<file path="src/rtl/demux_pkg.sv">
// Shared definitions for the four-channel buffered demultiplexer.
package demux_pkg;

  // Number of output channels.
  localparam int NCH = 4;

  // Default beat data width and per-channel transfer counter width.
  localparam int DEF_WIDTH = 4;
  localparam int DEF_CNT_W = 8;

  // Channel index, wide enough to address NCH channels.
  typedef logic [1:0] ch_idx_t;

endpackage : demux_pkg

</file>
<file path="src/rtl/demux_slot.sv">
// One output channel: a single-entry holding register with a full flag,
// plus a saturating count of beats delivered to the consumer.
module demux_slot
  import demux_pkg::*;
#(
  parameter int WIDTH = DEF_WIDTH,
  parameter int CNT_W = DEF_CNT_W
) (
  input  logic             clk,
  input  logic             rst_n,
  input  logic             load,
  input  logic [WIDTH-1:0] d,
  input  logic             out_ready,
  output logic             full,
  output logic [WIDTH-1:0] data,
  output logic [CNT_W-1:0] cnt
);

  logic drain;

  // A held beat leaves the slot whenever the consumer is ready.
  assign drain = full & out_ready;

  // Entry, full flag and delivery counter; a load wins over a drain so a
  // same-cycle drain+load leaves the slot full with the new beat.
  always_ff @(posedge clk or negedge rst_n) begin
    if (!rst_n) begin
      // NOTE: the data register is reset too, because y must read zero while
      // reset is asserted rather than show a stale beat.
      full <= 1'b0;
      data <= '0;
      cnt  <= '0;
    end else begin
      // NOTE: non-blocking assignments throughout, so every register samples
      // the pre-edge values regardless of statement order.
      if (load) begin
        full <= 1'b1;
        data <= d;
      end else if (drain) begin
        full <= 1'b0;
      end
      if (drain && (cnt != '1)) begin
        cnt <= cnt + 1'b1;
      end
    end
  end

endmodule : demux_slot

</file>
<file path="src/rtl/demux4_buf.sv">
// Four-channel buffered demultiplexer. Each input beat is routed either by
// sel or by a round-robin pointer into one of four single-entry channel
// slots; each slot drains independently under its own out_ready.
module demux4_buf
  import demux_pkg::*;
#(
  parameter int WIDTH = DEF_WIDTH,
  parameter int CNT_W = DEF_CNT_W
) (
  input  logic                      clk,
  input  logic                      rst_n,
  input  logic [WIDTH-1:0]          d,
  input  logic [1:0]                sel,
  input  logic                      rr_en,
  input  logic                      in_valid,
  output logic                      in_ready,
  output logic [NCH-1:0][WIDTH-1:0] y,
  output logic [NCH-1:0]            out_valid,
  input  logic [NCH-1:0]            out_ready,
  output logic [1:0]                cur_ch,
  output logic [NCH-1:0][CNT_W-1:0] xfer_cnt
);

  ch_idx_t        rr_ptr;
  logic [NCH-1:0] full;
  logic [NCH-1:0] load;
  logic           accept;

  // Destination of the next beat: round-robin pointer or explicit select.
  assign cur_ch = rr_en ? rr_ptr : sel;

  // The addressed slot can take a beat if empty or draining this cycle.
  assign in_ready = ~full[cur_ch] | out_ready[cur_ch];
  assign accept   = in_valid & in_ready;

  // Decode the accepted beat into a one-hot load for the addressed slot.
  always_comb begin
    // NOTE: default assignment first so no path leaves load unassigned,
    // which would otherwise infer a latch.
    load         = '0;
    load[cur_ch] = accept;
  end

  // Round-robin pointer steps on every accept made in round-robin mode and
  // is otherwise held, including across rr_en toggles.
  always_ff @(posedge clk or negedge rst_n) begin
    if (!rst_n) begin
      rr_ptr <= '0;
    end else if (accept && rr_en) begin
      rr_ptr <= rr_ptr + 2'd1;
    end
  end

  assign out_valid = full;

  // One holding slot per output channel.
  for (genvar i = 0; i < NCH; i++) begin : g_slot
    demux_slot #(
      .WIDTH (WIDTH),
      .CNT_W (CNT_W)
    ) u_slot (
      .clk       (clk),
      .rst_n     (rst_n),
      .load      (load[i]),
      .d         (d),
      .out_ready (out_ready[i]),
      .full      (full[i]),
      .data      (y[i]),
      .cnt       (xfer_cnt[i])
    );
  end

endmodule : demux4_buf
</file>
<file path="config.mk">
export PLATFORM = sky130hd
export DESIGN_NAME = demux4_buf
export DESIGN_NICKNAME = d
export VERILOG_FILES = /design/src/rtl/demux_pkg.sv /design/src/rtl/demux_slot.sv /design/src/rtl/demux4_buf.sv
export SDC_FILE = /design/constraint.sdc
export NUM_CORES = 1
export LEC_CHECK = 0
export ABC_AREA = 1
export ABC_CLOCK_PERIOD_IN_PS = 2000
export CAP_MARGIN = 20
export CORE_MARGIN = 5
export CORE_UTILIZATION = 48
export DETAILED_ROUTE_END_ITERATION = 10
export PLACE_DENSITY = 0.85
export SYNTH_ARGS = -nofsm -noshare
export SYNTH_HDL_FRONTEND = slang
export SYNTH_SLANG_ARGS = --single-unit
</file>
<file path="constraint.sdc">
create_clock -name clk -period 2 [get_ports clk]
set_input_delay 0.4 -clock clk [delete_from_list [all_inputs] [get_ports clk]]
set_output_delay 0.4 -clock clk [all_outputs]
set_load 0.05 [all_outputs]
</file>
# --- Word-level counts from Yosys, hierarchy flattened ---
# Index checks and enable logic that the tools add are counted.
classes:
  mux: 15
  reduce_logical: 10
  n_eq_ne: 4
  order_cmp: 2
  bitwise: 8
  add_sub_neg: 5
ops:
  columns: ["operator", "count"]
  rows:
  - ["adder 8 x 1 -> 8 bit (second input constant)", 4]
  - ["inequality test 8 bit (second input constant)", 4]
  - ["two-way mux 1 bit", 11]
  - ["nonzero test 2 bit", 4]
  - ["logical AND 1 bit", 6]
  - ["AND 1 bit", 5]
  - ["AND 4 bit", 1]
  - ["binary-select mux 1 bit (select 2 bit)", 2]
  - ["less-than comparator 2 x 3 -> 1 bit (second input constant)", 1]
  - ["adder 2 x 1 -> 2 bit (second input constant)", 1]
  - ["demux 1 bit (select 2 bit)", 1]
  - [">= comparator 2 x 1 -> 1 bit (second input constant)", 1]
  - ["two-way mux 2 bit", 1]
  - ["inverter 1 bit", 1]
  - ["OR 1 bit", 1]
totals:
  word_cells: 57
  register_bits: 54
  in_bits: 14
  output_inout_bits: 55

# --- Logic depth before layout (Yosys ltp) ---
logic_depth:
  depth_word: 8
  ltp_mapped: 13
  depth_no_buf: 12

# --- Cells and area by module ---
# Synthesis repeated with hierarchy kept, for this count alone.
hier_totals:
  cells_unflattened: 365
  area_unflattened_um2: 2914.0
by_module_without_submodules:
  columns: ["module", "cells_each", "area_per_inst_um2", "n_inst"]
  rows:
  - ["demux_slot", 80, 660.6, 4]
  - ["demux4_buf", 45, 271.5, 1]

# --- Worst setup path before layout ---
# OpenSTA, ideal clock, no wires.
synth_timing:
  path_type: "in2out"
  startpoint: "input sel[1]"
  endpoint: "output in_ready"
  path_buffers: 1
  t_arrival_ns: 1.925
  cell_stages: 7
  setup_slack_ns: -0.325
  path_cell_list: "inv_1 o21ai_1 inv_2 nand2_1 nand2_1 nand2_4 buf_4"
synth_via:
  elab_chain_len: 5
synth_rtl:
  columns: ["item", "line_no", "source"]
  rows:
  - ["start, declared", "demux4_buf.sv:13", "input logic [1:0] sel,"]
  - ["two-way mux 2 bit *", "demux4_buf.sv:30", "assign cur_ch = rr_en ? rr_ptr : sel;"]
  - ["net cur_ch[1]", "demux4_buf.sv:20", "output logic [1:0] cur_ch,"]
  - ["binary-select mux 1 bit (select 2 bit)", "demux4_buf.sv:33", "assign in_ready = ~full[cur_ch] | out_ready[cur_ch];"]
  - ["two-way mux 1 bit (not written as such)", "demux4_buf.sv:33", null]
  - ["inverter 1 bit", "demux4_buf.sv:33", null]
  - ["OR 1 bit *", "demux4_buf.sv:33", null]
  - ["end, declared", "demux4_buf.sv:16", "output logic in_ready,"]
# Mark *: on every way through the listed nets, which the timed path passes. The rest lies on a longest branch. The select of a mux whose other input is x is not followed.

# --- Worst setup path after layout ---
layout_timing:
  startpoint: "register g_slot[0].u_slot.cnt[2]"
  endpoint: "output xfer_cnt[2] (netlist name)"
layout_rtl:
  columns: ["item", "line_no", "source"]
  rows:
  - ["start, declared", "demux_slot.sv:16", "output logic [CNT_W-1:0] cnt"]
  - ["start signal, assigned", "demux_slot.sv:43", "cnt <= cnt + 1'b1;"]
  - ["end, declared", "demux4_buf.sv:21", "output logic [NCH-1:0][CNT_W-1:0] xfer_cnt"]
# No word-level cell between the ends.

==> results by group <==
Timing
  • Worst slew margin: 64.1%
  • Achievable Freq: 513 MHz
  • Setup TNS: 0 ns
  • Setup ws final: 0.0493 ns
  • Minimum clock period: between 1.5 and 2 ns
  • Unrepaired setup endpoints after global routing: yes
  • Hold slack: between 0.04 and 0.05 ns
  • Worst slew pin tran: between 0.5 and 0.6 ns
  • Crit share post-route: 97.5%
  • # setup viols final: 0
  • Final Hold Viols: 0
  • Clock Skews: 0.00857 ns
  • Final slew viol count: 0

Finish
  • Ratio of cells with drive above 1 in the final layout: between 10% and 20%
  • Finished Layout Cells: about 450
  • Register area: about 0.0014 mm2
  • FILL cells: 416
  • N_diodes: 0
  • Syn-to-layout area delta: 37.8%
  • Area of the multi-input gates: 0.00107 mm2
  • Final net count: between 300 and 400

Worst setup path
  • R2R cell count: 8
  • CP max-delay cell: clkdlybuf4s50_1
  • CP Launch Type: flop
  • Stages on the worst setup path: 1
  • CP max FO: 4
  • Worst setup path endpoint: xfer_cnt[2]
  • Critical-path cell list: clkdlybuf4s50_1
  • Setup Crit Path Kind: reg -> out
  • Required time worst endpoint: ~1.6 ns
  • Reg2Reg Setup Slack: around 0.26 ns
  • Top cell family by delay on the critical path: buffers and inverters
  • Arrival time worst endpoint: 1.55 ns
  • Reg-to-reg endpoint: g_slot[3].u_slot.cnt[7]
  • CP max stage delay: 0.83 ns
  • R2r startpoint: g_slot[3].u_slot.cnt[0]
  • Critical path origin: g_slot[0].u_slot.cnt[2]
  • Buffers and inverters on the worst path: 1
  • Crit path capture type: output port

Placement
  • Cell count after placement: between 400 and 500
  • HPWL after DPL: about 4.6 mm
  • Routability cong.: approximately 0.84
  • Port Buf Inserts: 68
  • Post-place setup slack: -0.233 ns

Clock network
  • Clock Path Buffers: 2
  • CTS Hold Buffers Added: 0
  • CTS buffer count: 5
  • Reg clk slew, reported paths: 0.10 ns
  • # H-tree levels: 2
  • Root Buffer: clkbuf_8
  • Sink Count: 54
  • CTS tree: built
  • Worst-skew pair later-pin latency: 0.31 ns

Logic synthesis
  • Synth area leaders: dfrtp_1, nand2_1, nand4_1, xor2_1, inv_1
  • Leading cell type by number of instances after synthesis: nand2_1
  • Asr flop ratio synth: 100%
  • Post-synth top cells: nand2_1, dfrtp_1, inv_1
  • Flip-flop and latch count after synthesis: 54
  • Synthesized area: 0.00260 mm2
  • Synth Instances: 294
  • Avg Synthesized Cell Area: 8.83 um2
  • Synth area leader: dfrtp_1
  • Post-synth top area share: approximately 52%
  • Synthesis Warnings: 0
  • Post-synth cell types: 19
  • Post-Syn Nets: 312
  • Sequential fraction of the synthesis area: 52.0%
  • Post-synth EDFFs: 0
  • Post-synth top flop: dfrtp_1

Routing
  • WL final: 6.08 mm
  • Routed vias/inst: 5.07
  • Post-route antenna net violation count: 0
  • Routed vias: 2273
  • WL/cell: around 14 um
  • Drt pass-1 iters: 4
  • Starting DRT DRC Count: 76
  • Post-route DRC: 0

Global routing
  • Gr usage total: 17.8%
  • Initial antenna violation count: 0
  • First-pass GRT wire length: around 10 mm
  • Largest net degree at the start of global routing: 35
  • Global Route met3 Usage: 4.24%
  • GRT busiest layer: met2
  • Vias in the first global route: roughly 2200
  • Met2 Track Usage GR: 31.4%
  • Met1 usage: 21.4%
  • GRT overflow: 0

Die
  • Area of the core: 0.00517 mm2
  • Die Height: ~84 um
  • Row count: 26
  • Die Span X: about 84 um
  • Initial Util: between 50% and 60%
  • Ports: 69
  • Die ar.: around 0.007 mm2

Pwr
  • Combinational share of power: about 56%
  • Switching part of the total: 49.4%
  • Internal: ~2.8 mW
  • Register share of total power: between 30% and 40%
  • Pwr dens: 1520 mW/mm2
  • Power Total: 5.45 mW
  • P_sw: 2.69 mW
  • Leak: 1.94 nW
  • Clock power share: 11.6%
  • Peak VDD IR: 0.932 mV

Outcome
  • Status: finished clean

Flow run
  • Max-cap violation count: 0

Min path
  • Hold WC Path Type: in -> async
-- through the flow --
stage | area [um2] | util (%)
2_1_floorplan | 2600 | -
3_3_place_gp | 3440 | 66.5
3_5_place_dp | 3440 | 66.5
4_1_cts | 3550 | 68.6
5_1_grt | 3580 | 69.2
6_report | 3580 | 69.2
-- power groups by stage --
stage / clock (mW) / sequential, mW / combinational (mW)
floorplan: 0 / 2.92 / 0.823
global placement: 0 / 1.80 / 2.95
detailed placement: 0 / 1.82 / 3.02
CTS: 0.638 / 1.80 / 3.04
global route: 0.687 / 1.86 / 3.20
finish: 0.629 / 1.80 / 3.02
-- state kept, by name, summed over array words and instances (netlist names) --
register            cells
g_slot.u_slot.cnt      32
g_slot.u_slot.data     16
g_slot.u_slot.full      4
rr_ptr                  2
-- layout by cell type, fill, tap and decap left out --
cell type / n
nor2_1: 18
buf_4: 21
buf_12: 4
dlygate4sd2_1: 1
clkbuf_2: 1
clkbuf_8: 6
dlymetal6s2s_1: 10
inv_2: 2
clkbuf_1: 1
xnor2_1: 11
nand3_1: 19
nand4_1: 24
mux2_2: 4
inv_1: 33
nand2_2: 3
nor3_1: 1
nand2_1: 86
clkdlybuf4s50_1: 46
o21ai_0: 7
buf_2: 1
nand2_4: 2
xor2_1: 17
o21ai_4: 1
ha_1: 4
dfrtp_1: 54
clkinv_2: 1
-- kinds of logic (layout without fill, tap and decap cells) --
logic type      after synthesis  after routing  synth area share [%]
fa+ha+maj                     4              4                  1.93
xor+xnor                     28             28                  9.45
compound gates                8              8                  1.54
mux                           4              4                  1.73
flops                        54             54                  52.0
simple gates                153            153                  26.1
buf+inv                      43            127                  7.23
-- layout make-up --
type | instances | share of cell area (%)
sequential | 54 | 37.8
multi-input combinational | 197 | 30.0
timing repair buffer | 84 | 23.5
inverter | 35 | 3.67
tap | 70 | 2.45
clock buffer | 7 | 2.41
clock inverter | 1 | 0.140
-- per-layer routing --
metal,wire length (um),part of all wire (%)
met3,280,4.6
met1,2560,42
met5,0,0
met2,3140,52
met4,106,1.7
-- repair_timing --
item                                    in CTS  in global routing
buffers inserted                             1                  1
endpoints found under the setup margin       2                 10
resized for setup                            4                 14
pin swaps                                    1                  3
-- how the worst min path moves through the flow --
stage	start	to	slack, ns
floorplan	rst_n	g_slot[0].u_slot.cnt[0]	0.10
global placement	rst_n	g_slot[3].u_slot.cnt[6]	0.39
detailed placement	rst_n	g_slot[3].u_slot.cnt[6]	0.41
CTS	rst_n	g_slot[3].u_slot.cnt[6]	0.07
global route	rst_n	g_slot[3].u_slot.cnt[6]	0.08
finish	rst_n	g_slot[3].u_slot.cnt[6]	0.05
(Power assumes the default switching activity.)
